$ cat src/rtl/sp_sram1024x8_arb_if.sv
// rtl/sp_sram1024x8_arb_if.sv - requester, clear-control and SRAM-side signals of the arbiter
interface sp_sram1024x8_arb_if #(
  parameter int AW = 10,
  parameter int DW = 8
);
  logic          clr_start_i;
  logic [DW-1:0] clr_val_i;
  logic          clr_busy_o;
  logic          clr_done_o;

  logic          req0_i;
  logic          we0_i;
  logic [AW-1:0] addr0_i;
  logic [DW-1:0] wdata0_i;
  logic          gnt0_o;
  logic          rvalid0_o;
  logic [DW-1:0] rdata0_o;

  logic          req1_i;
  logic          we1_i;
  logic [AW-1:0] addr1_i;
  logic [DW-1:0] wdata1_i;
  logic          gnt1_o;
  logic          rvalid1_o;
  logic [DW-1:0] rdata1_o;

  logic          mem_en_o;
  logic          mem_we_o;
  logic [AW-1:0] mem_addr_o;
  logic [DW-1:0] mem_wdata_o;
  logic          mem_be_o;
  logic [DW-1:0] mem_rdata_i;

  modport slave (
    input  clr_start_i, clr_val_i,
    input  req0_i, we0_i, addr0_i, wdata0_i,
    input  req1_i, we1_i, addr1_i, wdata1_i,
    input  mem_rdata_i,
    output clr_busy_o, clr_done_o,
    output gnt0_o, rvalid0_o, rdata0_o,
    output gnt1_o, rvalid1_o, rdata1_o,
    output mem_en_o, mem_we_o, mem_addr_o, mem_wdata_o, mem_be_o
  );

  modport master (
    output clr_start_i, clr_val_i,
    output req0_i, we0_i, addr0_i, wdata0_i,
    output req1_i, we1_i, addr1_i, wdata1_i,
    output mem_rdata_i,
    input  clr_busy_o, clr_done_o,
    input  gnt0_o, rvalid0_o, rdata0_o,
    input  gnt1_o, rvalid1_o, rdata1_o,
    input  mem_en_o, mem_we_o, mem_addr_o, mem_wdata_o, mem_be_o
  );
endinterface

$ cat src/rtl/sp_sram1024x8_arb.sv
// rtl/sp_sram1024x8_arb.sv - two-port arbiter plus fill engine in front of one single-port SRAM
module sp_sram1024x8_arb #(
  parameter int AW       = 10,
  parameter int DW       = 8,
  parameter int FIX_PRIO = 0
) (
  input  logic               clk,
  input  logic               rst,
  sp_sram1024x8_arb_if.slave bus
);
  typedef enum logic {S_IDLE, S_CLEAR} state_t;

  state_t        r_state;
  state_t        w_state_nxt;
  logic [AW-1:0] r_clr_cnt;
  logic [DW-1:0] r_clr_val;
  logic          r_last_gnt;
  logic [1:0]    r_rd_pend;
  logic          r_clr_done;
  logic          w_gnt0;
  logic          w_gnt1;
  logic          w_start;

  always_ff @(posedge clk) begin
    if (rst) begin
      r_state    <= S_IDLE;
      r_clr_cnt  <= '0;
      r_clr_val  <= '0;
      r_last_gnt <= 1'b1;
      r_rd_pend  <= 2'b00;
      r_clr_done <= 1'b0;
    end else begin
      r_state    <= w_state_nxt;
      r_clr_done <= (r_state == S_CLEAR) && (&r_clr_cnt);
      if (w_start) r_clr_val <= bus.clr_val_i;
      // Counter wraps to zero on the last word, so the next fill starts at word 0.
      if (r_state == S_CLEAR) r_clr_cnt <= r_clr_cnt + 1'b1;
      if (w_gnt0 || w_gnt1) r_last_gnt <= w_gnt1;
      r_rd_pend <= {w_gnt1 & ~bus.we1_i, w_gnt0 & ~bus.we0_i};
    end
  end

  always_comb begin
    w_state_nxt     = r_state;
    w_gnt0          = 1'b0;
    w_gnt1          = 1'b0;
    w_start         = 1'b0;
    bus.mem_en_o    = 1'b0;
    bus.mem_we_o    = 1'b0;
    bus.mem_addr_o  = '0;
    bus.mem_wdata_o = '0;
    if (!rst) begin
      case (r_state)
        S_IDLE: begin
          if (bus.clr_start_i) begin
            w_start     = 1'b1;
            w_state_nxt = S_CLEAR;
          end else begin
            w_gnt0 = bus.req0_i & (~bus.req1_i | (FIX_PRIO != 0) | r_last_gnt);
            w_gnt1 = bus.req1_i & ~w_gnt0;
            if (w_gnt0) begin
              bus.mem_en_o    = 1'b1;
              bus.mem_we_o    = bus.we0_i;
              bus.mem_addr_o  = bus.addr0_i;
              bus.mem_wdata_o = bus.wdata0_i;
            end else if (w_gnt1) begin
              bus.mem_en_o    = 1'b1;
              bus.mem_we_o    = bus.we1_i;
              bus.mem_addr_o  = bus.addr1_i;
              bus.mem_wdata_o = bus.wdata1_i;
            end
          end
        end
        S_CLEAR: begin
          bus.mem_en_o    = 1'b1;
          bus.mem_we_o    = 1'b1;
          bus.mem_addr_o  = r_clr_cnt;
          bus.mem_wdata_o = r_clr_val;
          if (&r_clr_cnt) w_state_nxt = S_IDLE;
        end
        default: w_state_nxt = S_IDLE;
      endcase
    end
  end

  assign bus.mem_be_o   = bus.mem_we_o;
  assign bus.gnt0_o     = w_gnt0;
  assign bus.gnt1_o     = w_gnt1;
  assign bus.clr_busy_o = ~rst & (r_state == S_CLEAR);
  assign bus.clr_done_o = ~rst & r_clr_done;
  assign bus.rvalid0_o  = ~rst & r_rd_pend[0];
  assign bus.rvalid1_o  = ~rst & r_rd_pend[1];
  assign bus.rdata0_o   = bus.rvalid0_o ? bus.mem_rdata_i : '0;
  assign bus.rdata1_o   = bus.rvalid1_o ? bus.mem_rdata_i : '0;
endmodule

$ cat src/flat_wrapper.sv
// flat-port wrapper written by rule: the top's interface ports become plain ports
module sp_sram1024x8_arb_flat 
#(
  parameter int AW       = 10,
  parameter int DW       = 8,
  parameter int FIX_PRIO = 0
)
  (clk, rst, bus_clr_start_i, bus_clr_val_i, bus_req0_i, bus_we0_i, bus_addr0_i, bus_wdata0_i, bus_req1_i, bus_we1_i, bus_addr1_i, bus_wdata1_i, bus_mem_rdata_i, bus_clr_busy_o, bus_clr_done_o, bus_gnt0_o, bus_rvalid0_o, bus_rdata0_o, bus_gnt1_o, bus_rvalid1_o, bus_rdata1_o, bus_mem_en_o, bus_mem_we_o, bus_mem_addr_o, bus_mem_wdata_o, bus_mem_be_o);
  sp_sram1024x8_arb_if #(.AW(AW), .DW(DW)) bus_i ();
  input  logic clk;
  input  logic rst;
  input wire logic [$bits(bus_i.clr_start_i)-1:0] bus_clr_start_i;
  input wire logic [$bits(bus_i.clr_val_i)-1:0] bus_clr_val_i;
  input wire logic [$bits(bus_i.req0_i)-1:0] bus_req0_i;
  input wire logic [$bits(bus_i.we0_i)-1:0] bus_we0_i;
  input wire logic [$bits(bus_i.addr0_i)-1:0] bus_addr0_i;
  input wire logic [$bits(bus_i.wdata0_i)-1:0] bus_wdata0_i;
  input wire logic [$bits(bus_i.req1_i)-1:0] bus_req1_i;
  input wire logic [$bits(bus_i.we1_i)-1:0] bus_we1_i;
  input wire logic [$bits(bus_i.addr1_i)-1:0] bus_addr1_i;
  input wire logic [$bits(bus_i.wdata1_i)-1:0] bus_wdata1_i;
  input wire logic [$bits(bus_i.mem_rdata_i)-1:0] bus_mem_rdata_i;
  output wire logic [$bits(bus_i.clr_busy_o)-1:0] bus_clr_busy_o;
  output wire logic [$bits(bus_i.clr_done_o)-1:0] bus_clr_done_o;
  output wire logic [$bits(bus_i.gnt0_o)-1:0] bus_gnt0_o;
  output wire logic [$bits(bus_i.rvalid0_o)-1:0] bus_rvalid0_o;
  output wire logic [$bits(bus_i.rdata0_o)-1:0] bus_rdata0_o;
  output wire logic [$bits(bus_i.gnt1_o)-1:0] bus_gnt1_o;
  output wire logic [$bits(bus_i.rvalid1_o)-1:0] bus_rvalid1_o;
  output wire logic [$bits(bus_i.rdata1_o)-1:0] bus_rdata1_o;
  output wire logic [$bits(bus_i.mem_en_o)-1:0] bus_mem_en_o;
  output wire logic [$bits(bus_i.mem_we_o)-1:0] bus_mem_we_o;
  output wire logic [$bits(bus_i.mem_addr_o)-1:0] bus_mem_addr_o;
  output wire logic [$bits(bus_i.mem_wdata_o)-1:0] bus_mem_wdata_o;
  output wire logic [$bits(bus_i.mem_be_o)-1:0] bus_mem_be_o;
  assign bus_i.clr_start_i = bus_clr_start_i;
  assign bus_i.clr_val_i = bus_clr_val_i;
  assign bus_i.req0_i = bus_req0_i;
  assign bus_i.we0_i = bus_we0_i;
  assign bus_i.addr0_i = bus_addr0_i;
  assign bus_i.wdata0_i = bus_wdata0_i;
  assign bus_i.req1_i = bus_req1_i;
  assign bus_i.we1_i = bus_we1_i;
  assign bus_i.addr1_i = bus_addr1_i;
  assign bus_i.wdata1_i = bus_wdata1_i;
  assign bus_i.mem_rdata_i = bus_mem_rdata_i;
  assign bus_clr_busy_o = bus_i.clr_busy_o;
  assign bus_clr_done_o = bus_i.clr_done_o;
  assign bus_gnt0_o = bus_i.gnt0_o;
  assign bus_rvalid0_o = bus_i.rvalid0_o;
  assign bus_rdata0_o = bus_i.rdata0_o;
  assign bus_gnt1_o = bus_i.gnt1_o;
  assign bus_rvalid1_o = bus_i.rvalid1_o;
  assign bus_rdata1_o = bus_i.rdata1_o;
  assign bus_mem_en_o = bus_i.mem_en_o;
  assign bus_mem_we_o = bus_i.mem_we_o;
  assign bus_mem_addr_o = bus_i.mem_addr_o;
  assign bus_mem_wdata_o = bus_i.mem_wdata_o;
  assign bus_mem_be_o = bus_i.mem_be_o;
  sp_sram1024x8_arb #(.AW(AW), .DW(DW), .FIX_PRIO(FIX_PRIO)) u_core (.clk(clk), .rst(rst), .bus(bus_i));
endmodule
$ cat config.mk
export PLATFORM = sky130hd
export DESIGN_NAME = sp_sram1024x8_arb_flat
export DESIGN_NICKNAME = d
export VERILOG_FILES = /design/src/rtl/sp_sram1024x8_arb_if.sv /design/src/rtl/sp_sram1024x8_arb.sv /design/src/flat_wrapper.sv
export SDC_FILE = /design/constraint.sdc
export NUM_CORES = 1
export LEC_CHECK = 0
export BUFFER_PORTS_ARGS = -buffer_cell sky130_fd_sc_hd__buf_2
export CAP_MARGIN = 0
export CORE_MARGIN = 10
export CORE_UTILIZATION = 28
export CTS_BUF_LIST = sky130_fd_sc_hd__clkbuf_4 sky130_fd_sc_hd__clkbuf_8 sky130_fd_sc_hd__clkbuf_16
export DETAILED_ROUTE_END_ITERATION = 16
export GPL_ROUTABILITY_DRIVEN = 0
export HOLD_SLACK_MARGIN = 0.08
export RECOVER_POWER = 25
export SYNTH_ARGS = -nofsm -noshare
export SYNTH_HDL_FRONTEND = slang
export SYNTH_SLANG_ARGS = --single-unit
$ cat constraint.sdc
create_clock -name clk -period 1.5 [get_ports clk]
set_clock_uncertainty 0.05 [all_clocks]
set_input_delay 0.225 -clock clk [delete_from_list [all_inputs] [get_ports clk]]
set_output_delay 0.225 -clock clk [all_outputs]
set_load 0.1 [all_outputs]
* Yosys cells after proc, flatten, opt, wreduce, memory -nomap -nowiden *
Cells that the tools add are included.

cells by class
  $add $sub $neg = 1
  muxes and demuxes = 33
  bitwise gates (word level) = 15
  reduce and logical (&&, ||, !) cells = 3

operator list
  operator               number
  $mux 8                 6
  $mux 10                4
  $pmux 10 s2            1
  $mux 1                 18
  $pmux 8 s2             1
  $add 10x1->10 const B  1
  $reduce_and 10->1      1
  $and 1x1->1            8
  $not 1->1              6
  $pmux 1 s2             3
  $logic_and 1x1->1      1
  $logic_or 1x1->1       1
  $or 1x1->1             1

storage, ports and cells
  register bits after elaboration = 23
  input bits = 59

* Depth between registers and ports, before layout *
Gate-level depths: netlist (run 1).

  word-level depth = 10
  depth in mapped cells = 5

* Worst setup path before layout (run 1) *
OpenSTA, ideal clock, no wires.

  path type = register to output
  start = register u_core.r_last_gnt
  end = output port bus_mem_we_o
  arrival time = 3.647 ns
  slack = -2.422 ns
  stages on the path, launching flop included = 6
  buffers on the path = 2
  path through = dfxtp_1 nand2b_1 clkbuf_1 a32oi_1 o31ai_1 buf_4

between the ends
  longest elaborated chain between the ends = 9

ends and longest elaborated chain
  what                      RTL line                 source
  start: declaration        sp_sram1024x8_arb.sv:17  logic r_last_gnt;
  start signal: assignment  sp_sram1024x8_arb.sv:38  if (w_gnt0 || w_gnt1) r_last_gnt <= w_gnt1;
  $or 1x1->1 (*)            sp_sram1024x8_arb.sv:59  w_gnt0 = bus.req0_i & (~bus.req1_i | (FIX_PRIO != 0) | r_last_gnt);
  $and 1x1->1 (*)           sp_sram1024x8_arb.sv:59
  $not 1->1                 sp_sram1024x8_arb.sv:60  w_gnt1 = bus.req1_i & ~w_gnt0;
  $and 1x1->1               sp_sram1024x8_arb.sv:60
  $mux 1                    sp_sram1024x8_arb.sv:66  end else if (w_gnt1) begin
  $mux 1 (*)                sp_sram1024x8_arb.sv:61  if (w_gnt0) begin
  $mux 1 (*)                sp_sram1024x8_arb.sv:55  if (bus.clr_start_i) begin
  $pmux 1 s2 (*)            sp_sram1024x8_arb.sv:53  case (r_state)
  $mux 1 (*)                sp_sram1024x8_arb.sv:52  if (!rst) begin
  end: declaration          flat_wrapper.sv:32       output wire logic [$bits(bus_i.mem_we_o)-1:0] bus_mem_we_o;

Every way passes the cells marked *; elsewhere a longest branch is shown, timed or not.

* Final worst setup path (run 1) *
  start = register u_core.r_last_gnt
  end = output port bus_mem_addr_o[0]

between the ends
  longest elaborated chain between the ends = 9

ends and longest elaborated chain
  what              RTL line                 source
  $or 1x1->1 (*)    sp_sram1024x8_arb.sv:59
  $and 1x1->1 (*)   sp_sram1024x8_arb.sv:59
  $not 1->1         sp_sram1024x8_arb.sv:60
  $and 1x1->1       sp_sram1024x8_arb.sv:60
  $mux 10           sp_sram1024x8_arb.sv:66
  $mux 10 (*)       sp_sram1024x8_arb.sv:61
  $mux 10 (*)       sp_sram1024x8_arb.sv:55
  $pmux 10 s2 (*)   sp_sram1024x8_arb.sv:53
  $mux 10 (*)       sp_sram1024x8_arb.sv:52
  end: declaration  flat_wrapper.sv:33       output wire logic [$bits(bus_i.mem_addr_o)-1:0] bus_mem_addr_o;

Marks and branches as above.

==> impl_metrics.toml, run 1 <==
[power_and_ir_drop]
power.total_mw = 1.95
powerDensity_nw_per_um2 = 513
leakage_nw = 1.51
ir_worst_vdd_mv = 0.468

[clock_tree]
cts_made_buffers = 3
root_buffer = "clkbuf_8"
cts.sinks = 23
cts_tree = "built"
clockBufferDepth = 2
htreeDepth = 1
clk_latency_ps = 270
clk_pin_slew_ps = 80
cts.hold.buffers_added = 0

[layout]
final_nets = 377
final_cell_mix = "58 x buf_2, 46 x buf_12, 30 x buf_4"
antenna_cells = 0
syn_to_final_growth_pct = 141
drive_above_1_share_pct = 71.2
final_common_cell = "buf_2"

[grt]
grt_usage_pct = 14.7
grt_pass1_vias = 2028
antenna_found_initial = 0
grt-ovfl-total = 0
grt_pass1_wl_um = 10600
grt_max_degree = 20

[place]
port_buffers = 101
hpwl_um = 5520

[synthesis]
synthArstFlopShare_pct = 0
yosysSeqAreaShare_pct = 29.2
synth_flop_cell = "dfxtp_1"
syn_area_per_cell_um2 = 8.47
ys_warn_count = 0
netlist_area_um2 = 1580
synth_top_cell_by_area = "dfxtp_1"
synth_top_area_share_pct = 29.2
synth_nets = 246
synth_area_leaders = "dfxtp_1 29%, and2_1 14%, a41oi_1 8.3%, o2bb2ai_1 8.3%, mux2i_1 5.7%"
synth_cells = 186
synth-edff-count = 0
ys_ff_latch = 23
synth_cell_types = 34

[worst_setup_path]
reg2reg_to = "u_core.r_clr_cnt[9]$_SDFFE_PP0P_"
crit_fanout = 4
cp.arrival_ps = 1620
reg2reg_depth = 5
r2r_setup_slack_ps = 50
r2r-start = "u_core.r_state$_SDFF_PP0_"
crit_type = "reg2out"
cp-end-kind = "primary output"
startpoint_type = "flip-flop"
worstPathRequired_ps = 1220

[min_path]
hold_path_end = "u_core.r_rd_pend[1]$_SDFF_PP0_"
hp-start = "bus_we1_i"
holdCritPathClass = "in2reg"
holdPathStages = 2

[flow_run]
maxCapViolations = 0

[floorplan]
io_pins = 102
core_um2 = 5470
die_w_um = 95.0
die_area_um2 = 9030
die_h_um = 95.0
start_util_pct = 28.8
rows = 27

[detailed_routing]
drt-pass1-iter-count = 4
wirelength_um = 6880
via_count = 1925
via_per_inst = 4.96
drt_iter0_markers = 103
wl_per_cell_um = 17.7
drc = 0
detail-route-antenna-nets = 0

[timing]
drv_slew = 0
maxSlewHeadroom_pct = 71.9
fin_crit_ps = 1900
grt_setup_unrepaired = "yes"
setup_viol = 24
fmax_ghz = 0.527
worstMarginPinSlew_ps = 421
hold_viol_final = 0
finalWorstSetupSlack_ps = -398
fin_crit_sh_pct = 127
hold_slack_ps = 76.5

[run_status]
status = "complete, but fails checks"
violations = "negative setup slack"
-- per-layer routing --
metal	part of all wire (%)	track usage, %
met5	0	0
met3	8.5	4.36
met2	48	24.6
met1	42	17.8
met4	1.4	4.36
-- synthesized netlist by cell type, types with 2 or more instances --
master	instances
and2_1	34
dfxtp_1	23
a41oi_1	15
o2bb2ai_1	15
nor2_1	13
clkbuf_1	9
mux2i_1	9
a21oi_1	7
buf_2	6
nor2b_1	6
nand2_1	4
a221o_1	3
inv_1	3
o21ai_0	3
o31ai_1	3
or3_1	3
xor2_1	3
and3_1	2
buf_4	2
buf_6	2
nand2b_1	2
nand3_1	2
nand4_4	2
nor3_1	2
nor4_1	2
o21bai_1	2
or4_1	2
-- power breakdown --
part           internal (mW)  total, mW  leakage, nW  switching [mW]
clock network          0.186      0.393       0.0255           0.207
registers              0.634      0.650        0.188          0.0163
logic                  0.378      0.908         1.30           0.530
total                   1.20       1.95         1.51           0.754
-- how the worst max path moves through the flow --
stage                                               from                 to  slack [ps]  cells after the start
final                     u_core.r_last_gnt$_SDFFE_PP1P_  bus_mem_addr_o[0]        -400                      5
after global routing           u_core.r_state$_SDFF_PP0_  bus_mem_addr_o[0]        -430                      6
after CTS                 u_core.r_last_gnt$_SDFFE_PP1P_  bus_mem_addr_o[0]        -400                      5
after detailed placement                             rst    bus_rdata0_o[0]        -340                      5
after global placement                               rst    bus_rdata0_o[2]        -290                      5
after floorplan           u_core.r_last_gnt$_SDFFE_PP1P_       bus_mem_we_o        -670                      5
-- registers in the layout, summed over array words and instances, names as in the netlist --
name	count
u_core.r_clr_cnt	10
u_core.r_clr_val	8
u_core.r_rd_pend	2
u_core.r_clr_done	1
u_core.r_last_gnt	1
u_core.r_state	1
-- area by class of cell --
cell class / count / area, um^2
fillers: 397 / 1670
multi-input cells: 143 / 1640
repair buffers: 143 / 1540
flip-flops and latches: 23 / 468
well taps: 72 / 90.1
clock buffers: 3 / 41.3
inverters: 3 / 17.5
clock inverters: 1 / 5.00
-- cells by family after synthesis --
logic type	share of synthesized area, %
DFF	29.2
xor gates and xnor gates	2.22
adders and majority gates	0.794
and+or+nand+nor	29.7
muxes	5.72
buffers and inverters	7.15
AOI/OAI and AO/OA	25.2
-- worst max-delay path: stages, from the launching register on --
cell      delay [ps]
dfxtp_2          340
buf_6            110
nand2b_4         150
and3_4           210
a221o_4          370
buf_12           170
-- through the flow --
| step | instances | setup TNS [ps] | setup slack [ps] | area (um^2) | util (%) |
|---|---|---|---|---|---|
| CTS | 385 | -7460 | -399 | 3740 | 68.3 |
| finish | 388 | -7440 | -398 | 3800 | 69.5 |
| floorplan | 186 | -5550 | -672 | 2100 | - |
| global placement | 374 | -8650 | -290 | 3420 | 62.5 |
| detailed placement | 374 | -9770 | -335 | 3420 | 62.5 |
| global route | 388 | -8620 | -427 | 3800 | 69.5 |
-- repair_timing --
action / 4_1_cts / 5_1_grt
pin swaps: 10 / 1
setup endpoints to repair: 42 / 28
endpoints found under the hold margin: 0 / 0
gates resized for setup: 41 / 8
cloned: 2 / 0
buffers inserted: 7 / 3
(Power assumes the default switching activity.)
==> inputs of run 2 (changes only) <==
==> constraint.sdc (replaced) <==
create_clock -name clk -period 2.4 [get_ports clk]
set_clock_uncertainty 0.05 [all_clocks]
set_input_delay 0.36 -clock clk [delete_from_list [all_inputs] [get_ports clk]]
set_output_delay 0.36 -clock clk [all_outputs]
set_load 0.1 [all_outputs]
==> impl_metrics.toml, run 2 (synthesis gave the netlist of run 1 again) <==
[floorplan]
start_util_pct = 28.8
io_pins = 102
die_h_um = 95.0
die_area_um2 = 9030
core_um2 = 5470
rows = 27
die_w_um = 95.0

[detailed_routing]
drc = 0
detail-route-antenna-nets = 0
via_count = 1761
via_per_inst = 4.93
drt-pass1-iter-count = 4
wl_per_cell_um = 16.9
drt_iter0_markers = 67
wirelength_um = 6040

[place]
port_buffers = 101
hpwl_um = 5100
place_inst = 353
placed_area_um2 = 2640

[clock_tree]
clk_latency_ps = 270
post_cts_buffers = 0
clockBufferDepth = 2
cts.sinks = 23
cts_tree = "built"
clk_pin_slew_ps = 90
htreeDepth = 1
cts.hold.buffers_added = 0
postCtsResizedCells = 0
cts_made_buffers = 3
root_buffer = "clkbuf_8"

[layout]
final_cell_mix = "77 x buf_2, 34 x and2_1, 24 x buf_12"
syn_to_final_growth_pct = 69.3
stdcell_count = 357
final_nets = 346
largest_register_ffs = 10
final_common_cell = "buf_2"
drive_above_1_share_pct = 48.8
final_area_um2 = 2670
fin_util_pct = 48.7
top_regs = "u_core.r_clr_cnt (10), u_core.r_clr_val (8), u_core.r_rd_pend (2)"
fillers = 529
antenna_cells = 0
largest_register = "u_core.r_clr_cnt"

[timing]
fin_tns_setup_ps = 0
hold_slack_ps = 205
hold_viol_final = 0
fin_crit_sh_pct = 94.4
grt_setup_unrepaired = "no"
fmax_ghz = 0.441
fin_crit_ps = 2270
maxSlewHeadroom_pct = 58.4
setup_viol = 0
drv_slew = 0
worstMarginPinSlew_ps = 625

[grt]
grt_pass1_wl_um = 9050
antenna_found_initial = 0
grt_max_degree = 26
grt-ovfl-total = 0
grt_pass1_vias = 1730
grt_usage_pct = 12.6

[worst_setup_path]
cp.arrival_ps = 1860
r2r-start = "u_core.r_state$_SDFF_PP0_"
worstPathRequired_ps = 1990
startpoint_type = "flip-flop"
startpoint = "u_core.r_last_gnt$_SDFFE_PP1P_"
cp-end-kind = "primary output"
crit_type = "reg2out"
crit_fanout = 11

[run_status]
status = "complete, no violations"

[power_and_ir_drop]
powerDensity_nw_per_um2 = 409
ir_worst_vdd_mv = 0.170
leakage_nw = 1.16

[min_path]
hp-start = "bus_we1_i"
holdCritPathClass = "in2reg"

[flow_run]
maxCapViolations = 0
==> run 2: final cells by class <==
cell class	instances	area, um^2	share of cell area (%)
clock inverter	1	5.00	0.188
clock buffer	3	41.3	1.55
tap	72	90.1	3.38
inverter	3	11.3	0.422
timing repair buffer	114	956	35.9
multi-input combinational	141	1100	41.3
sequential	23	460	17.3
==> run 2: metal layers <==
metal	GRT usage (%)	part of all wire, %
met5	0	0
met3	3.49	8.9
met2	21.7	49
met1	14.8	41
met4	4.11	1.2
==> run 2: critical path: stages (launching register included) <==
cell	delay, ps
dfxtp_1	330
nand2b_1	310
and3_1	370
a221o_2	390
buf_12	170
==> run 2: path summary, 6_finish.rpt <==
check | to | slack (ps) | cells after the start
worst max-delay path | bus_mem_addr_o[0] | 130 | 4
worst max register to register | u_core.r_clr_val[6]$_SDFFE_PP0P_ | 810 | 5
worst min-delay path | u_core.r_rd_pend[1]$_SDFF_PP0_ | 200 | 2
worst min register to register | u_core.r_clr_cnt[9]$_SDFFE_PP0P_ | 440 | 2
==> run 2: stage by stage <==
| stage | power [mW] | setup WS, ps |
|---|---|---|
| after floorplan | 0.683 | -116 |
| after global placement | 0.845 | 379 |
| after detailed placement | 0.851 | 361 |
| after CTS | 1.10 | 132 |
| after global routing | 1.14 | 36.8 |
| final | 1.09 | 134 |
==> run 2: report_power, final <==
group	leakage (nW)	internal [mW]	switching (mW)	total, mW
Sequential	0.187	0.396	0.00940	0.405
Clock	0.0255	0.116	0.138	0.254
Combinational	0.950	0.156	0.274	0.430
Total	1.16	0.668	0.421	1.09
==> inputs of run 3 (changes only) <==
--- a/config.mk
+++ b/config.mk
@@ -7,12 +7,15 @@
 export LEC_CHECK = 0
 export BUFFER_PORTS_ARGS = -buffer_cell sky130_fd_sc_hd__buf_2
 export CAP_MARGIN = 0
+export CELL_PAD_IN_SITES_DETAIL_PLACEMENT = 1
+export CELL_PAD_IN_SITES_GLOBAL_PLACEMENT = 1
 export CORE_MARGIN = 10
 export CORE_UTILIZATION = 28
 export CTS_BUF_LIST = sky130_fd_sc_hd__clkbuf_4 sky130_fd_sc_hd__clkbuf_8 sky130_fd_sc_hd__clkbuf_16
 export DETAILED_ROUTE_END_ITERATION = 16
 export GPL_ROUTABILITY_DRIVEN = 0
 export HOLD_SLACK_MARGIN = 0.08
+export PLACE_DENSITY_LB_ADDON = 0.1
 export RECOVER_POWER = 25
 export SYNTH_ARGS = -nofsm -noshare
 export SYNTH_HDL_FRONTEND = slang
==> impl_metrics.toml, run 3 (synthesis gave the netlist of run 1 again) <==
[grt]
grt_max_degree = 26
grt-ovfl-total = 0
grt_usage_pct = 13.9
antenna_found_initial = 0
grt_pass1_wl_um = 10100
grt_pass1_vias = 1965

[detailed_routing]
drt-pass1-iter-count = 4
drc = 0
wl_per_cell_um = 17.8
wirelength_um = 6340
via_per_inst = 5.10
detail-route-antenna-nets = 0
via_count = 1814
drt_iter0_markers = 57

[place]
hpwl_um = 5280
post-place-ws_ps = 323
port_buffers = 101
place_inst = 352

[timing]
setup_viol = 0
drv_slew = 0
grt_setup_unrepaired = "no"
hold_viol_final = 0
worstMarginPinSlew_ps = 652
fin_crit_sh_pct = 90.4
fmax_ghz = 0.461
finalWorstSetupSlack_ps = 230
fin_crit_ps = 2170
maxSlewHeadroom_pct = 56.5

[floorplan]
die_h_um = 95.0
die_w_um = 95.0
start_util_pct = 28.8
core_um2 = 5470
rows = 27
io_pins = 102
die_area_um2 = 9030

[clock_tree]
cts_tree = "built"
htreeDepth = 1
cts.hold.buffers_added = 0
postCtsResizedCells = 0
clockBufferDepth = 2
cts_made_buffers = 3
post_cts_buffers = 0
cts.sinks = 23
clk_pin_slew_ps = 90
root_buffer = "clkbuf_8"
clk_latency_ps = 270

[power_and_ir_drop]
leakage_nw = 1.17
power.total_mw = 1.09
powerDensity_nw_per_um2 = 406
power.switching_mw = 0.418
power.share.clock_pct = 22.7
sw_frac_of_total_pct = 38.3
p_int_mw = 0.674
ir_worst_vdd_mv = 0.204
combPwrFrac_pct = 40.2
seqPwrFrac_pct = 37.1

[layout]
drive_above_1_share_pct = 48.9
final_nets = 345
top_regs = "u_core.r_clr_cnt (10), u_core.r_clr_val (8), u_core.r_rd_pend (2)"
largest_register = "u_core.r_clr_cnt"
largest_register_ffs = 10
stdcell_count = 356
antenna_cells = 0
fillers = 642
syn_to_final_growth_pct = 70.9
fin_util_pct = 49.2
final_common_cell = "buf_2"
final_cell_mix = "75 x buf_2, 34 x and2_1, 26 x buf_12"

[worst_setup_path]
cp.arrival_ps = 1760
cp-end-kind = "primary output"
crit_fanout = 24
crit_type = "reg2out"
worstPathRequired_ps = 1990
startpoint_type = "flip-flop"

[run_status]
status = "complete, no violations"

[min_path]
holdCritPathClass = "in2reg"

[flow_run]
maxCapViolations = 0
-- run 3: area by class of cell --
class | count | area, um^2 | share of cell area (%)
Clock buffer | 3 | 41.3 | 1.53
Clock inverter | 1 | 5.00 | 0.186
Inverter | 3 | 11.3 | 0.418
Multi-Input combinational cell | 141 | 1100 | 40.9
Sequential cell | 23 | 460 | 17.1
Tap cell | 72 | 90.1 | 3.35
Timing Repair Buffer | 113 | 982 | 36.5
-- run 3: power groups by stage --
stage          Combinational (mW)  Clock (mW)  Sequential, mW
3_5_place_dp                0.445           0           0.416
5_1_grt                     0.464       0.272           0.408
6_report                    0.439       0.247           0.406
2_1_floorplan               0.270           0           0.412
3_3_place_gp                0.440           0           0.415
4_1_cts                     0.445       0.257           0.407
-- run 3: metrics by stage --
step           hold slack (ps)  TNS [ps]  area (um^2)
2_1_floorplan              382      -116         1690
3_3_place_gp               419         0         2670
3_5_place_dp               430         0         2670
4_1_cts                    213         0         2710
5_1_grt                    220         0         2690
6_report                   224         0         2690
-- run 3: layer usage --
| layer | GRT usage, % | share of wire (%) |
|---|---|---|
| met5 | 0 | 0 |
| met4 | 3.49 | 0.90 |
| met1 | 15.6 | 40 |
| met2 | 23.5 | 47 |
| met3 | 6.11 | 12 |
-- run 3: worst max-delay path: stages (launching register included) --
cell,delay [ps]
dfxtp_1,340
buf_4,220
nor2_2,150
buf_4,190
a41oi_1,150
o2bb2ai_2,230
buf_12,200
-- run 3: path summary, 6_finish.rpt --
path / from / endpoint / slack, ps / cells after the start
setup reg to reg: u_core.r_state$_SDFF_PP0_ / u_core.r_clr_cnt[9]$_SDFFE_PP0P_ / 690 / 4
hold / removal: bus_we0_i / u_core.r_rd_pend[0]$_SDFF_PP0_ / 220 / 2
hold reg to reg: u_core.r_clr_val[7]$_SDFFE_PP0P_ / u_core.r_clr_val[7]$_SDFFE_PP0P_ / 450 / 2
setup / recovery: u_core.r_state$_SDFF_PP0_ / bus_mem_addr_o[8] / 230 / 6
